<file path="src/rtl/alu_issue_pkg.sv">
// alu_issue_pkg: shared definitions for the ALU issue sequencer.
//   - ISA opcode constants and ALU function-select constants
//   - FSM state encoding (enum plus legacy-compatible localparams)
//   - instruction field bit positions
//   - decoder result record
package alu_issue_pkg;

    localparam int DATA_W   = 32;
    localparam int IDX_W    = 4;
    localparam int OPC_W    = 5;
    localparam int ALU_OP_W = 5;
    localparam int IMM_W    = 19;

    // Instruction field positions.
    localparam int OPC_MSB = 31;
    localparam int OPC_LSB = 27;
    localparam int RA_MSB  = 26;
    localparam int RA_LSB  = 23;
    localparam int RB_MSB  = 22;
    localparam int RB_LSB  = 19;
    localparam int RC_MSB  = 18;
    localparam int RC_LSB  = 15;
    localparam int IMM_MSB = 18;
    localparam int IMM_LSB = 0;

    // ISA opcodes.
    localparam logic [OPC_W-1:0] OPC_ADD  = 5'b00011;
    localparam logic [OPC_W-1:0] OPC_SUB  = 5'b00100;
    localparam logic [OPC_W-1:0] OPC_SHR  = 5'b00101;
    localparam logic [OPC_W-1:0] OPC_SHRA = 5'b00110;
    localparam logic [OPC_W-1:0] OPC_SHL  = 5'b00111;
    localparam logic [OPC_W-1:0] OPC_ROR  = 5'b01000;
    localparam logic [OPC_W-1:0] OPC_ROL  = 5'b01001;
    localparam logic [OPC_W-1:0] OPC_AND  = 5'b01010;
    localparam logic [OPC_W-1:0] OPC_OR   = 5'b01011;
    localparam logic [OPC_W-1:0] OPC_ADDI = 5'b01100;
    localparam logic [OPC_W-1:0] OPC_ANDI = 5'b01101;
    localparam logic [OPC_W-1:0] OPC_ORI  = 5'b01110;
    localparam logic [OPC_W-1:0] OPC_NEG  = 5'b10010;

    // ALU function selects.
    localparam logic [ALU_OP_W-1:0] ALU_OR   = 5'd0;
    localparam logic [ALU_OP_W-1:0] ALU_AND  = 5'd1;
    localparam logic [ALU_OP_W-1:0] ALU_ADD  = 5'd2;
    localparam logic [ALU_OP_W-1:0] ALU_SUB  = 5'd3;
    localparam logic [ALU_OP_W-1:0] ALU_NEG  = 5'd4;
    localparam logic [ALU_OP_W-1:0] ALU_SHR  = 5'd5;
    localparam logic [ALU_OP_W-1:0] ALU_SHL  = 5'd6;
    localparam logic [ALU_OP_W-1:0] ALU_ROR  = 5'd7;
    localparam logic [ALU_OP_W-1:0] ALU_ROL  = 5'd8;
    localparam logic [ALU_OP_W-1:0] ALU_SHRA = 5'd9;

    // FSM states.
    typedef enum logic [1:0] {
        S_IDLE = 2'd0,
        S_READ = 2'd1,
        S_EXEC = 2'd2,
        S_WB   = 2'd3
    } state_e;

    localparam logic [1:0] ST_IDLE = S_IDLE;
    localparam logic [1:0] ST_READ = S_READ;
    localparam logic [1:0] ST_EXEC = S_EXEC;
    localparam logic [1:0] ST_WB   = S_WB;

    // Decoder result.
    typedef struct packed {
        logic [ALU_OP_W-1:0] alu_op;
        logic                unary;   // A-only op: B operand forced to zero
        logic                imm;     // B operand comes from sign-extended imm19
        logic                legal;
    } dec_t;

endpackage

</file>
<file path="src/rtl/alu_issue_if.sv">
// alu_issue_if: bundle of every non-clock signal around the issue sequencer.
//   master : the sequencer side (drives instr_ready, register-file indices,
//            ALU operands/op, writeback channel and the illegal pulse)
//   slave  : the environment side (instruction source, register file, ALU,
//            writeback sink)
// alu_a / alu_b are declared [0:31]: bit 0 is the MSB, matching the ALU ports.
interface alu_issue_if;
    import alu_issue_pkg::*;

    logic                instr_valid;
    logic                instr_ready;
    logic [DATA_W-1:0]   instr;
    logic [IDX_W-1:0]    rf_rb_idx;
    logic [IDX_W-1:0]    rf_rc_idx;
    logic [DATA_W-1:0]   rf_rb_data;
    logic [DATA_W-1:0]   rf_rc_data;
    logic [0:DATA_W-1]   alu_a;
    logic [0:DATA_W-1]   alu_b;
    logic [ALU_OP_W-1:0] alu_op;
    logic [DATA_W-1:0]   alu_c;
    logic                wb_valid;
    logic                wb_ready;
    logic [IDX_W-1:0]    wb_idx;
    logic [DATA_W-1:0]   wb_data;
    logic                illegal;

    modport master (
        input  instr_valid, instr, rf_rb_data, rf_rc_data, alu_c, wb_ready,
        output instr_ready, rf_rb_idx, rf_rc_idx, alu_a, alu_b, alu_op,
               wb_valid, wb_idx, wb_data, illegal
    );

    modport slave (
        output instr_valid, instr, rf_rb_data, rf_rc_data, alu_c, wb_ready,
        input  instr_ready, rf_rb_idx, rf_rc_idx, alu_a, alu_b, alu_op,
               wb_valid, wb_idx, wb_data, illegal
    );

endinterface

</file>
<file path="src/rtl/alu_issue_decode.sv">
// alu_issue_decode: combinational opcode -> {alu_op, unary, imm, legal}.
//   opcode_i : 5-bit ISA opcode
//   dec_o    : decoded ALU select and operand-routing flags
// Build option: ALU_ISSUE_IMM_EN enables ADDI/ANDI/ORI; when undefined those
// opcodes fall through to illegal.
module alu_issue_decode
    import alu_issue_pkg::*;
(
    input  logic [OPC_W-1:0] opcode_i,
    output dec_t             dec_o
);

    // NOTE: every output gets a default before the case so no path leaves a
    // bit unassigned -- that is what keeps this block free of inferred latches.
    always_comb begin
        dec_o       = '0;
        dec_o.legal = 1'b1;
        case (opcode_i)
            OPC_ADD:  dec_o.alu_op = ALU_ADD;
            OPC_SUB:  dec_o.alu_op = ALU_SUB;
            OPC_AND:  dec_o.alu_op = ALU_AND;
            OPC_OR:   dec_o.alu_op = ALU_OR;
            OPC_SHR:  begin dec_o.alu_op = ALU_SHR;  dec_o.unary = 1'b1; end
            OPC_SHRA: begin dec_o.alu_op = ALU_SHRA; dec_o.unary = 1'b1; end
            OPC_SHL:  begin dec_o.alu_op = ALU_SHL;  dec_o.unary = 1'b1; end
            OPC_ROR:  begin dec_o.alu_op = ALU_ROR;  dec_o.unary = 1'b1; end
            OPC_ROL:  begin dec_o.alu_op = ALU_ROL;  dec_o.unary = 1'b1; end
            OPC_NEG:  begin dec_o.alu_op = ALU_NEG;  dec_o.unary = 1'b1; end
`ifdef ALU_ISSUE_IMM_EN
            OPC_ADDI: begin dec_o.alu_op = ALU_ADD;  dec_o.imm = 1'b1; end
            OPC_ANDI: begin dec_o.alu_op = ALU_AND;  dec_o.imm = 1'b1; end
            OPC_ORI:  begin dec_o.alu_op = ALU_OR;   dec_o.imm = 1'b1; end
`endif
            default:  dec_o.legal = 1'b0;
        endcase
    end

endmodule

</file>
<file path="src/rtl/alu_issue.sv">
// alu_issue: single-issue sequencer in front of the datapath ALU.
//   clock   : rising-edge system clock
//   reset_n : asynchronous active-low reset
//   bus     : alu_issue_if.master -- instruction handshake, register-file
//             read port, ALU operand/result port, writeback handshake and
//             the illegal-opcode pulse
// Flow: IDLE (accept) -> READ (register fetch, operand latch) -> EXEC (ALU
// result captured) -> WB (held until wb_ready). Illegal opcodes pulse
// `illegal` for one cycle and never leave IDLE.
// Build option: ALU_ISSUE_IMM_EN adds ADDI/ANDI/ORI with a sign-extended
// imm19 B operand; without it the immediate path is absent.
module alu_issue
    import alu_issue_pkg::*;
(
    input  logic        clock,
    input  logic        reset_n,
    alu_issue_if.master bus
);

    logic [1:0]          state_q,   state_d;
    logic [DATA_W-1:0]   instr_q,   instr_d;
    logic [DATA_W-1:0]   result_q,  result_d;
    logic [0:DATA_W-1]   alu_a_q,   alu_a_d;
    logic [0:DATA_W-1]   alu_b_q,   alu_b_d;
    logic [ALU_OP_W-1:0] alu_op_q,  alu_op_d;
    logic                illegal_q, illegal_d;

    // The single decoder looks at the offered word while IDLE (so an illegal
    // opcode is known at the accept edge and never leaves IDLE) and at the
    // latched word afterwards (to select operands in READ).
    logic [OPC_W-1:0] dec_opcode;
    dec_t             dec;

    assign dec_opcode = (state_q == ST_IDLE) ? bus.instr[OPC_MSB:OPC_LSB]
                                             : instr_q[OPC_MSB:OPC_LSB];

    alu_issue_decode u_decode (
        .opcode_i (dec_opcode),
        .dec_o    (dec)
    );

`ifdef ALU_ISSUE_IMM_EN
    logic [DATA_W-1:0] imm_sext;
    assign imm_sext = {{(DATA_W-IMM_W){instr_q[IMM_MSB]}}, instr_q[IMM_MSB:IMM_LSB]};
`else
    // Low instruction bits and the imm flag have no consumer in this build.
    logic unused_imm;
    assign unused_imm = ^{instr_q[RC_LSB-1:0], dec.imm};
`endif

    always_comb begin
        state_d   = state_q;
        instr_d   = instr_q;
        result_d  = result_q;
        alu_a_d   = alu_a_q;
        alu_b_d   = alu_b_q;
        alu_op_d  = alu_op_q;
        illegal_d = 1'b0;
        case (state_q)
            ST_IDLE: begin
                if (bus.instr_valid) begin
                    if (dec.legal) begin
                        instr_d = bus.instr;
                        state_d = ST_READ;
                    end else begin
                        illegal_d = 1'b1;
                    end
                end
            end
            ST_READ: begin
                alu_a_d = bus.rf_rb_data;
                if (dec.unary) begin
                    alu_b_d = '0;
`ifdef ALU_ISSUE_IMM_EN
                end else if (dec.imm) begin
                    alu_b_d = imm_sext;
`endif
                end else begin
                    alu_b_d = bus.rf_rc_data;
                end
                alu_op_d = dec.alu_op;
                state_d  = ST_EXEC;
            end
            ST_EXEC: begin
                result_d = bus.alu_c;
                state_d  = ST_WB;
            end
            ST_WB: begin
                if (bus.wb_ready) begin
                    alu_a_d  = '0;
                    alu_b_d  = '0;
                    alu_op_d = '0;
                    state_d  = ST_IDLE;
                end
            end
            default: state_d = ST_IDLE;
        endcase
    end

    // NOTE: state registers use non-blocking assignments so every flop samples
    // the pre-edge value of the others, independent of statement order.
    always_ff @(posedge clock or negedge reset_n) begin
        if (!reset_n) begin
            state_q   <= ST_IDLE;
            instr_q   <= '0;
            result_q  <= '0;
            alu_a_q   <= '0;
            alu_b_q   <= '0;
            alu_op_q  <= '0;
            illegal_q <= 1'b0;
        end else begin
            state_q   <= state_d;
            instr_q   <= instr_d;
            result_q  <= result_d;
            alu_a_q   <= alu_a_d;
            alu_b_q   <= alu_b_d;
            alu_op_q  <= alu_op_d;
            illegal_q <= illegal_d;
        end
    end

    assign bus.instr_ready = (state_q == ST_IDLE);
    assign bus.rf_rb_idx   = (state_q == ST_READ) ? instr_q[RB_MSB:RB_LSB] : '0;
    assign bus.rf_rc_idx   = (state_q == ST_READ) ? instr_q[RC_MSB:RC_LSB] : '0;
    assign bus.alu_a       = alu_a_q;
    assign bus.alu_b       = alu_b_q;
    assign bus.alu_op      = alu_op_q;
    assign bus.wb_valid    = (state_q == ST_WB);
    assign bus.wb_idx      = (state_q == ST_WB) ? instr_q[RA_MSB:RA_LSB] : '0;
    assign bus.wb_data     = (state_q == ST_WB) ? result_q : '0;
    assign bus.illegal     = illegal_q;

endmodule

</file>
<file path="src/flat_wrapper.sv">
// flat-port wrapper written by rule: the top's interface ports become plain ports
module alu_issue_flat import alu_issue_pkg::*;
  (clock, reset_n, bus_instr_valid, bus_instr, bus_rf_rb_data, bus_rf_rc_data, bus_alu_c, bus_wb_ready, bus_instr_ready, bus_rf_rb_idx, bus_rf_rc_idx, bus_alu_a, bus_alu_b, bus_alu_op, bus_wb_valid, bus_wb_idx, bus_wb_data, bus_illegal);
  alu_issue_if bus_i ();
  input  logic clock;
  input  logic reset_n;
  input wire logic [$bits(bus_i.instr_valid)-1:0] bus_instr_valid;
  input wire logic [$bits(bus_i.instr)-1:0] bus_instr;
  input wire logic [$bits(bus_i.rf_rb_data)-1:0] bus_rf_rb_data;
  input wire logic [$bits(bus_i.rf_rc_data)-1:0] bus_rf_rc_data;
  input wire logic [$bits(bus_i.alu_c)-1:0] bus_alu_c;
  input wire logic [$bits(bus_i.wb_ready)-1:0] bus_wb_ready;
  output wire logic [$bits(bus_i.instr_ready)-1:0] bus_instr_ready;
  output wire logic [$bits(bus_i.rf_rb_idx)-1:0] bus_rf_rb_idx;
  output wire logic [$bits(bus_i.rf_rc_idx)-1:0] bus_rf_rc_idx;
  output wire logic [$bits(bus_i.alu_a)-1:0] bus_alu_a;
  output wire logic [$bits(bus_i.alu_b)-1:0] bus_alu_b;
  output wire logic [$bits(bus_i.alu_op)-1:0] bus_alu_op;
  output wire logic [$bits(bus_i.wb_valid)-1:0] bus_wb_valid;
  output wire logic [$bits(bus_i.wb_idx)-1:0] bus_wb_idx;
  output wire logic [$bits(bus_i.wb_data)-1:0] bus_wb_data;
  output wire logic [$bits(bus_i.illegal)-1:0] bus_illegal;
  assign bus_i.instr_valid = bus_instr_valid;
  assign bus_i.instr = bus_instr;
  assign bus_i.rf_rb_data = bus_rf_rb_data;
  assign bus_i.rf_rc_data = bus_rf_rc_data;
  assign bus_i.alu_c = bus_alu_c;
  assign bus_i.wb_ready = bus_wb_ready;
  assign bus_instr_ready = bus_i.instr_ready;
  assign bus_rf_rb_idx = bus_i.rf_rb_idx;
  assign bus_rf_rc_idx = bus_i.rf_rc_idx;
  assign bus_alu_a = bus_i.alu_a;
  assign bus_alu_b = bus_i.alu_b;
  assign bus_alu_op = bus_i.alu_op;
  assign bus_wb_valid = bus_i.wb_valid;
  assign bus_wb_idx = bus_i.wb_idx;
  assign bus_wb_data = bus_i.wb_data;
  assign bus_illegal = bus_i.illegal;
  alu_issue u_core (.clock(clock), .reset_n(reset_n), .bus(bus_i));
endmodule
</file>
<file path="config.mk">
export PLATFORM = sky130hd
export DESIGN_NAME = alu_issue_flat
export DESIGN_NICKNAME = d
export VERILOG_FILES = /design/src/rtl/alu_issue_pkg.sv /design/src/rtl/alu_issue_if.sv /design/src/rtl/alu_issue_decode.sv /design/src/rtl/alu_issue.sv /design/src/flat_wrapper.sv
export SDC_FILE = /design/constraint.sdc
export NUM_CORES = 1
export LEC_CHECK = 0
export CAP_MARGIN = 20
export CORE_MARGIN = 2
export CORE_UTILIZATION = 25
export CTS_CLUSTER_DIAMETER = 120
export CTS_CLUSTER_SIZE = 30
export DETAILED_ROUTE_END_ITERATION = 16
export HOLD_SLACK_MARGIN = 0.15
export SLEW_MARGIN = 20
export SYNTH_ARGS = -nofsm -noshare
export SYNTH_HDL_FRONTEND = slang
export SYNTH_SLANG_ARGS = --single-unit
</file>
<file path="constraint.sdc">
create_clock -name clock -period 4.5 [get_ports clock]
set_clock_uncertainty 0.15 [all_clocks]
set_input_delay 0.9 -clock clock [delete_from_list [all_inputs] [get_ports clock]]
set_output_delay 0.9 -clock clock [all_outputs]
set_load 0.01 [all_outputs]
</file>
==> flow_summary.toml <==
[clock_network]
clkTransAtPathRegs_ns = 0.06
holdBufCountCts = 0
cts_tree = "yes"
cts_buffers = 17
cts_buffer_depth = 2
h-tree-depth = 4
cts-resized-gates = 0
insertion_delay_ns = 0.41
post-cts-setup-buffers = 0
cts_root_buf = "clkbuf_16"
cts_sinks = 120

[yosys]
synthesis.area_um2 = 5360
synth_top_area_share_pct = 56.0
async_reset_ff_share_pct = 100
synth_cell_types = 43
synth-edff-count = 0
syn_inst = 436
synth_area_leader_cell = "dfrtp_1"
synth_seq_cells = 120
yosysWarnings = 0
mappedNetlistNets = 572
synth_area_leaders = "dfrtp_1, mux2_2, nand2_1, and2_1, nand3b_1"
synth.avg_cell_area_um2 = 12.3
ys_top_cells_by_count = "dfrtp_1, nand2_1, and2_1"
ys_seq_area_share_pct = 56.0
yosysMostFrequentCell = "dfrtp_1"
yosys_most_used_dff = "dfrtp_1"

[status]
status = "complete, no violations"

[die]
ios = 248
coreArea_um2 = 21000
die_w_um = 150
die_h_um = 150
die_area_um2 = 22600
initial_core_util_pct = 25.5
rows = 53

[critical_path]
r2r-start = "u_core.state_q[1]$_DFFE_PN0P_"
crit_arrival_ns = 2.76
rr_endpoint = "u_core.instr_q[17]$_DFFE_PN0P_"
r2r_slack_ns = 1.04
end_kind = "primary output"
crit_type = "flip-flop to primary output"
critPathRequiredTime_ns = 3.45
worstPathMaxFanout = 43
cp-start-kind = "flip-flop"
reg2reg_depth = 7

[routing]
vias = 4214
drc = 0
wl_um = 15000
viasPerCell = 4.43
first_pass_iters = 4
drt_iter0_markers = 132
wl_per_cell_um = 15.8
postRouteAntennaNets = 0

[global_route]
grt_max_degree = 70
grt_pass1_wl_um = 23800
grt_pass1_vias = 4539
grt-ovfl-total = 0
antenna_found_initial = 0
grt_use_total_pct = 13.5

[min_path]
min_delay_worst_endpoint = "u_core.bus.alu_a[2]$_DFFE_PN0P_"
holdPathStages = 2
hold_path_class = "flip-flop to flip-flop"
hp-start = "u_core.bus.alu_a[2]$_DFFE_PN0P_"

[sta]
whs_ns = 0.315
finalHoldViolations = 0
layout_min_cycle_time_ns = 3.81
fin_crit_sh_pct = 84.7
worst_slew_pin_slew_ns = 0.936
fin_tns_setup_ns = 0
maxSlewHeadroom_pct = 37.6
finalSetupViolCount = 0
final_max_slew_viol_count = 0
rsz0062_at_grt = "false"
clock.fmax_mhz = 262

[placed_design]
hpwlAfterDp_um = 10300
io_buffers = 231
globalplace.congestion = 0.779

[final_layout]
nNetsFinal = 800
antennaDiodeCount = 0
drive_gt1_share_pct = 19.1
syn2layout_area_growth_pct = 60.3

[run]
maxCapViolations = 0

[pwr]
powerDensity_nw_per_um2 = 727
peakVddDrop_v = 0.000257
p_leak_nw = 3.67
[worst max-delay path: stages (launching register included)]
cell	delay, ns
dfrtp_1	0.43
ha_2	0.70
buf_4	0.45
and2_1	0.19
clkdlybuf4s50_1	0.56
[logic make-up after synthesis]
family | synth area share (%)
AND/OR/NAND/NOR | 16.4
adder cells (fa/ha/maj) | 0.934
buffers and inverters | 3.55
AO/OA/AOI/OAI | 9.46
multiplexers | 13.5
flip-flops | 56.0
other | 0.0700
[per-layer routing]
metal,up-vias,routed length [um],track usage [%]
li1,1963,-,-
met1,2056,6270,16.4
met2,181,7230,22.2
met3,14,1350,5.03
met4,0,192,4.53
met5,-,0,0
[layout by cell type, fill, tap and decap left out, types with 3 or more instances in the layout]
| cell type | count |
|---|---|
| inv_1 | 4 |
| ha_1 | 3 |
| buf_4 | 7 |
| clkdlybuf4s50_1 | 230 |
| mux2_2 | 43 |
| nand3b_1 | 32 |
| a22o_2 | 21 |
| bufinv_16 | 4 |
| dfrtp_1 | 120 |
| inv_6 | 7 |
| o21ai_0 | 3 |
| nor3_1 | 3 |
| and2_1 | 44 |
| nand2_1 | 75 |
| mux2_4 | 11 |
| clkinv_4 | 3 |
| mux2i_1 | 3 |
| clkbuf_16 | 17 |
| a22o_1 | 14 |
| nor2_1 | 5 |
[through the flow]
stage	util, %	instances	instance area, um^2	worst slack [ns]	power [mW]
3_3_place_gp	37.7	919	7920	1.08	4.66
3_5_place_dp	37.7	919	7920	1.02	4.75
4_1_cts	40.7	951	8560	0.644	6.30
2_1_floorplan	-	436	5360	1.86	3.50
6_report	40.9	952	8590	0.688	6.24
5_1_grt	40.9	952	8590	0.508	6.66
[sequential cells by signal, indices dropped and copies added, names as in the netlist]
| register | cells |
|---|---|
| u_core.bus.alu_b | 32 |
| u_core.bus.illegal | 1 |
| u_core.bus.alu_op | 4 |
| u_core.instr_q | 17 |
| u_core.result_q | 32 |
| u_core.state_q | 2 |
| u_core.bus.alu_a | 32 |
[report_power, final]
group	switching, mW	internal (mW)
Sequential	0.260	1.57
Combinational	1.32	1.60
Clock	0.534	0.957
Total	2.12	4.13
[worst max-delay path by stage]
stage                                      to  cells after the start  slack [ns]                     startpoint
6_report                      bus_wb_data[12]                      4        0.69  u_core.state_q[1]$_DFFE_PN0P_
5_1_grt                       bus_wb_data[29]                      4        0.51  u_core.state_q[1]$_DFFE_PN0P_
4_1_cts                       bus_wb_data[11]                      4        0.64  u_core.state_q[1]$_DFFE_PN0P_
3_5_place_dp   u_core.instr_q[18]$_DFFE_PN0P_                      7        1.02  u_core.state_q[0]$_DFFE_PN0P_
3_3_place_gp   u_core.instr_q[31]$_DFFE_PN0P_                      6        1.08                  bus_instr[29]
2_1_floorplan  u_core.instr_q[21]$_DFFE_PN0P_                      9        1.86  u_core.state_q[0]$_DFFE_PN0P_
[cell type report]
type                    instances  area [um^2]
repair buffers                239         2400
well taps                     275          344
fillers                      1995        12400
flip-flops and latches        120         3000
inverters                       4         15.0
multi-input cells             282         2180
clock buffers                  18          439
clock inverters                14          208
Power figures use the tool's default switching activity.
